==> src/rtl/red_send_pkg.sv <==
// Shared IR pulse-distance protocol definitions: default timing (1 cycle = 1 us),
// receiver tolerance and the transmitter/receiver state encoding.
package red_send_pkg;

   localparam int DEF_BOOT      = 13350;
   localparam int DEF_WIDTH0    = 1115;
   localparam int DEF_WIDTH1    = 2230;
   localparam int DEF_BOOT_MARK = 9000;
   localparam int DEF_MARK      = 560;
   localparam int DEF_GAP       = 1000;
   localparam int TOLERANCE     = 50;

   typedef enum logic [1:0] {
      IDLE = 2'd0,
      LEAD = 2'd1,
      BIT  = 2'd2,
      STOP = 2'd3
   } state_t;

endpackage

==> src/rtl/red_send_timer.sv <==
// Interval timer: counts 0..len-1 after each load, reports the next-cycle mark level and end of interval.
// Loads take effect on the same edge; no backpressure.
module red_send_timer (
   input  logic        i_clk,
   input  logic        i_rst_n,
   input  logic        i_load,
   input  logic        i_stop,
   input  logic [15:0] i_len,
   input  logic [15:0] i_mark_len,
   output logic        o_end,
   output logic        o_mark_nxt
);

   logic [15:0] r_cnt;
   logic [15:0] r_len;
   logic [15:0] r_mark_len;
   logic        r_run;
   logic [16:0] w_cnt_inc;

   assign w_cnt_inc = {1'b0, r_cnt} + 17'd1;
   assign o_end     = r_run && (r_cnt == r_len - 16'd1);

   // Mark level for the cycle after this edge, so the caller can register the line directly.
   always_comb begin
      o_mark_nxt = 1'b0;
      if (i_load) begin
         o_mark_nxt = (i_mark_len != 16'd0);
      end else if (r_run && !i_stop) begin
         o_mark_nxt = (w_cnt_inc < {1'b0, r_mark_len});
      end
   end

   always_ff @(posedge i_clk) begin
      if (!i_rst_n) begin
         r_cnt      <= 16'd0;
         r_len      <= 16'd0;
         r_mark_len <= 16'd0;
         r_run      <= 1'b0;
      end else if (i_load) begin
         r_cnt      <= 16'd0;
         r_len      <= i_len;
         r_mark_len <= i_mark_len;
         r_run      <= 1'b1;
      end else if (i_stop) begin
         r_cnt      <= 16'd0;
         r_run      <= 1'b0;
      end else if (r_run) begin
         r_cnt      <= w_cnt_inc[15:0];
      end
   end

endmodule

==> src/rtl/red_send.sv <==
// IR pulse-distance transmitter: leader, 32 data intervals MSB first, stop mark, gap, then o_done.
// First mark starts one cycle after accept; i_start while busy is dropped, not queued.
module red_send
   import red_send_pkg::*;
#(
   parameter logic NEG       = 1'b1,
   parameter int   BOOT      = DEF_BOOT,
   parameter int   WIDTH0    = DEF_WIDTH0,
   parameter int   WIDTH1    = DEF_WIDTH1,
   parameter int   BOOT_MARK = DEF_BOOT_MARK,
   parameter int   MARK      = DEF_MARK,
   parameter int   GAP       = DEF_GAP
) (
   input  logic        i_clk_1us,
   input  logic        i_rst_n,
   input  logic [31:0] i_data,
   input  logic        i_start,
   output logic        o_busy,
   output logic        o_done,
   output logic        o_red
);

   localparam logic [15:0] L_BOOT  = 16'(BOOT);
   localparam logic [15:0] L_W0    = 16'(WIDTH0);
   localparam logic [15:0] L_W1    = 16'(WIDTH1);
   localparam logic [15:0] L_BMARK = 16'(BOOT_MARK);
   localparam logic [15:0] L_MARK  = 16'(MARK);
   localparam logic [15:0] L_STOP  = 16'(MARK + GAP);

   state_t      r_state;
   logic [31:0] r_shift;
   logic [4:0]  r_idx;
   logic        r_busy;
   logic        r_done;
   logic        r_red;

   logic        w_accept;
   logic        w_end;
   logic        w_load;
   logic        w_stop;
   logic        w_mark_nxt;
   logic [15:0] w_len;
   logic [15:0] w_mark_len;

   assign w_accept = i_start && !r_busy;

   // Next interval is chosen at the end of the current one; inside BIT the
   // register has not shifted yet, so the upcoming bit sits at position 30.
   always_comb begin
      w_load     = 1'b0;
      w_stop     = 1'b0;
      w_len      = L_BOOT;
      w_mark_len = L_MARK;
      case (r_state)
         IDLE: if (w_accept) begin
            w_load     = 1'b1;
            w_len      = L_BOOT;
            w_mark_len = L_BMARK;
         end
         LEAD: if (w_end) begin
            w_load = 1'b1;
            w_len  = r_shift[31] ? L_W1 : L_W0;
         end
         BIT: if (w_end) begin
            w_load = 1'b1;
            if (r_idx == 5'd31) w_len = L_STOP;
            else                w_len = r_shift[30] ? L_W1 : L_W0;
         end
         STOP: if (w_end) begin
            w_stop = 1'b1;
         end
         default: ;
      endcase
   end

   red_send_timer u_timer (
      .i_clk      (i_clk_1us),
      .i_rst_n    (i_rst_n),
      .i_load     (w_load),
      .i_stop     (w_stop),
      .i_len      (w_len),
      .i_mark_len (w_mark_len),
      .o_end      (w_end),
      .o_mark_nxt (w_mark_nxt)
   );

   always_ff @(posedge i_clk_1us) begin
      if (!i_rst_n) begin
         r_state <= IDLE;
         r_shift <= 32'd0;
         r_idx   <= 5'd0;
         r_busy  <= 1'b0;
         r_done  <= 1'b0;
         r_red   <= NEG;
      end else begin
         r_done <= 1'b0;
         r_red  <= NEG ^ w_mark_nxt;
         case (r_state)
            IDLE: if (w_accept) begin
               r_shift <= i_data;
               r_idx   <= 5'd0;
               r_busy  <= 1'b1;
               r_state <= LEAD;
            end
            LEAD: if (w_end) begin
               r_state <= BIT;
            end
            BIT: if (w_end) begin
               r_shift <= {r_shift[30:0], 1'b0};
               r_idx   <= r_idx + 5'd1;
               if (r_idx == 5'd31) r_state <= STOP;
            end
            STOP: if (w_end) begin
               r_state <= IDLE;
               r_busy  <= 1'b0;
               r_done  <= 1'b1;
            end
            default: r_state <= IDLE;
         endcase
      end
   end

   assign o_busy = r_busy;
   assign o_done = r_done;
   assign o_red  = r_red;

endmodule

==> config.mk <==
export PLATFORM = sky130hd
export DESIGN_NAME = red_send
export DESIGN_NICKNAME = d
export VERILOG_FILES = /design/src/rtl/red_send_pkg.sv /design/src/rtl/red_send_timer.sv /design/src/rtl/red_send.sv
export SDC_FILE = /design/constraint.sdc
export NUM_CORES = 1
export LEC_CHECK = 0
export ABC_AREA = 1
export CORE_ASPECT_RATIO = 1.25
export CORE_MARGIN = 10
export CORE_UTILIZATION = 37
export CTS_BUF_LIST = sky130_fd_sc_hd__clkbuf_16
export DETAILED_ROUTE_END_ITERATION = 8
export GPL_TIMING_DRIVEN = 0
export PLACE_DENSITY = 0.58
export SYNTH_ARGS = -nofsm -noshare
export SYNTH_HDL_FRONTEND = slang
export SYNTH_SLANG_ARGS = --single-unit
==> constraint.sdc <==
create_clock -name i_clk_1us -period 3.2 [get_ports i_clk_1us]
set_clock_uncertainty 0.05 [all_clocks]
set_input_delay 0.96 -clock i_clk_1us [delete_from_list [all_inputs] [get_ports i_clk_1us]]
set_output_delay 0.96 -clock i_clk_1us [all_outputs]
set_load 0.01 [all_outputs]
==> flow_summary.toml, run 1 <==
[outcome]
status = "complete, no violations"

[worst_setup_path]
cp-start-kind = "register"
worstPathMaxFanout = 10
cp.arrival_ns = 3.03
path_class = "register to register"
endpoint_kind = "register"
critPathRequiredTime_ns = 3.37

[cells_and_area]
area_growth_pct = 19.0
fin_nets = 839
final_cells = 954
diodes = 0
drive_gt1_share_pct = 5.42

[sta]
fin_setup_tns_ns = 0
fmax_mhz = 350
final_max_slew_viol_count = 0
period_share_pct = 89.3
rsz0062_at_grt = "false"
maxSlewHeadroom_pct = 65.9
hold_viol = 0
setup_viol = 0
timing.final.crit_period_ns = 2.86
tightestPinTransition_ns = 0.512

[pwr]
p_switching_mw = 1.96
ir_drop_mv = 0.417
power_density_nw_per_um2 = 837
combPwrFrac_pct = 48.0
pwr-share-clk_pct = 21.8
p_int_mw = 2.51
power_mw = 4.47
switching_share_pct = 43.8
power_frac_seq_pct = 30.2
p_leak_nw = 2.49

[floorplan]
start_util_pct = 38.3
pin_count = 38
fp.dieH_um = 143
placeableCoreArea_um2 = 11700
die-area_um2 = 17000
row_count = 44
die_width_um = 118

[placed_design]
dpl.hpwl_um = 9850
place_inst = 939
io_buffer_count = 37
gp_congestion = 0.905

[yosys]
yosys_warnings = 0
synth_most_common_cell = "nand2_1"
synth_area_leader_cell = "dfxtp_1"
ys_types = 34
synth_flop_cell = "dfxtp_1"
async_flop_share_pct = 0
yosys-top-cells-count = "307 x nand2_1, 85 x nor2_1, 71 x dfxtp_1, 63 x inv_1, 49 x a21oi_1"
syn-cell-area_um2 = 4490
syn_inst = 741
ys_seq_area_share_pct = 31.7
synth_area_leaders = "dfxtp_1 32%, nand2_1 26%, nor2_1 7.1%, a21oi_1 5.5%, inv_1 5.3%"
synth_top_area_share_pct = 31.7
syn_area_per_cell_um2 = 6.05
syn-num-nets = 791
synth_seq_cells = 71
synth_edf_count = 0

[clock_tree]
clk_path_buf_depth = 2
worstSkewPairLatency_ns = 0.34
cts_buffers = 9
post_cts_buffers = 0
htreeDepth = 3
cts_tree = "yes"
root_buffer = "clkbuf_16"
cts.clk_slew.worst_paths_ns = 0.06
clock_sinks = 71
cts_resized = 0
cts_hold_buffers = 0

[grt]
grt_pass1_vias = 4422
grt_use_total_pct = 14.7
grt_pass1_wl_um = 20600
grt-ovfl-total = 0
grt_max_degree = 12
antenna_found_initial = 0

[drt]
wirelength_um = 12400
wl_per_cell_um = 13.0
drt_iter0_markers = 288
drt_pass1_iterations = 6
routed-via-count = 4618
via_per_inst = 4.84
ant_nets = 0
drcViolationCount = 0

[min_path]
hold_path.class = "register to register"

[job]
cap_violations = 0
-- worst paths after layout --
check	startpoint	end	slack (ns)	depth (start not counted)
max	u_timer.r_len[6]	u_timer.r_cnt[10]	0.34	17
min	r_shift[29]	r_shift[29]	0.41	2
max reg2reg	u_timer.r_len[6]	u_timer.r_cnt[10]	0.34	17
min reg2reg	r_shift[29]	r_shift[29]	0.41	2
-- cell usage in the layout, fill, tap and decap left out, types with 7 or more instances in the layout --
| cell | count |
|---|---|
| clkdlybuf4s50_1 | 37 |
| nor2_1 | 85 |
| inv_1 | 65 |
| clkbuf_16 | 9 |
| xor2_1 | 13 |
| buf_6 | 7 |
| dfxtp_1 | 71 |
| a21oi_1 | 49 |
| nand3_1 | 43 |
| clkbuf_1 | 14 |
| ha_1 | 15 |
| nand2_1 | 307 |
| o21ai_0 | 26 |
-- layer usage --
| metal | track usage [%] | routed length, µm | vias up |
|---|---|---|---|
| li1 | - | - | 2410 |
| met1 | 15.5 | 5180 | 2098 |
| met2 | 27.5 | 6390 | 89 |
| met3 | 2.84 | 455 | 21 |
| met4 | 7.47 | 406 | 0 |
| met5 | 0 | 0 | - |
-- cells by family after synthesis --
kind of cell | share of synthesized area (%)
compound gates | 9.12
simple gates | 42.6
xor+xnor | 3.12
buf+inv | 9.04
fa+ha+maj | 4.18
mux | 0.223
flops | 31.7
-- state kept, by name, summed over array words and instances, names as in the netlist --
register,count
r_shift,32
u_timer.r_cnt,16
u_timer.r_len,9
r_idx,5
u_timer.r_mark_len,3
r_state,2
o_busy,1
o_done,1
o_red,1
u_timer.r_run,1
-- power groups by stage --
| stage | Clock, mW | Combinational [mW] | Sequential [mW] |
|---|---|---|---|
| floorplan | 0 | 1.62 | 1.30 |
| global placement | 0 | 2.12 | 1.36 |
| detailed placement | 0 | 2.15 | 1.37 |
| CTS | 0.996 | 2.17 | 1.35 |
| global route | 1.03 | 2.47 | 1.38 |
| finish | 0.973 | 2.15 | 1.35 |
-- worst max-delay path, stage by stage (launching register included) --
cell and delay (ns):
dfxtp_1 0.51, inv_2 0.12, ha_1 0.24, inv_1 0.09, nor2_1 0.07, nand2_1 0.19
nand2_1 0.07, nand2_1 0.09, inv_1 0.04, nor2_1 0.10, nand2_1 0.08, nor2_1 0.09
nand2_1 0.10, nor2_2 0.33, nand2_1 0.16, nand2_2 0.20, buf_6 0.17, nor2_1 0.04
-- layout make-up --
class                   instances  area [µm²]
flip-flops and latches         71        1420
multi-input cells             577        2660
clock buffers                   9         225
well taps                     161         201
inverters                      68         255
repair buffers                 37         370
clock inverters                 6        55.1
plain buffers                  25         150
fillers                      1277        6390
-- stage by stage --
step	hold slack, ns	setup WS, ns	cell area (µm²)	utilization (%)
6_report	0.412	0.341	5340	45.5
4_1_cts	0.413	0.348	5340	45.5
3_5_place_dp	0.404	0.0901	5060	43.1
2_1_floorplan	0.389	0.956	4490	-
3_3_place_gp	0.400	0.112	5060	43.1
5_1_grt	0.434	0.0650	5340	45.5
No activity file was read; power rests on OpenSTA's default activity.
==> run 2: changes to the inputs <==
--- a/config.mk
+++ b/config.mk
@@ -10,6 +10,7 @@
 export CORE_MARGIN = 10
 export CORE_UTILIZATION = 37
 export CTS_BUF_LIST = sky130_fd_sc_hd__clkbuf_16
+export CTS_CLUSTER_DIAMETER = 40
 export DETAILED_ROUTE_END_ITERATION = 8
 export GPL_TIMING_DRIVEN = 0
 export PLACE_DENSITY = 0.58
==> constraint.sdc (replaced) <==
create_clock -name i_clk_1us -period 3.2 [get_ports i_clk_1us]
set_clock_uncertainty 0.05 [all_clocks]
set_input_delay 0.48 -clock i_clk_1us [delete_from_list [all_inputs] [get_ports i_clk_1us]]
set_output_delay 0.48 -clock i_clk_1us [all_outputs]
set_load 0.01 [all_outputs]
==> results of run 2 <==
The final DEF is identical to that of run 1; final timing and power are the same.
Among the figures that moved: setup slack after placement 0.0901 ns -> 0.361 ns
==> run 3: changes to the inputs <==
--- a/config.mk
+++ b/config.mk
@@ -11,6 +11,7 @@
 export CORE_UTILIZATION = 37
 export CTS_BUF_LIST = sky130_fd_sc_hd__clkbuf_16
 export CTS_CLUSTER_DIAMETER = 40
+export CTS_CLUSTER_SIZE = 24
 export DETAILED_ROUTE_END_ITERATION = 8
 export GPL_TIMING_DRIVEN = 0
 export PLACE_DENSITY = 0.58
==> results of run 3 <==
The final DEF is identical to that of run 1; final timing and power are the same.
Among the figures that moved: setup slack after placement 0.0901 ns -> 0.361 ns
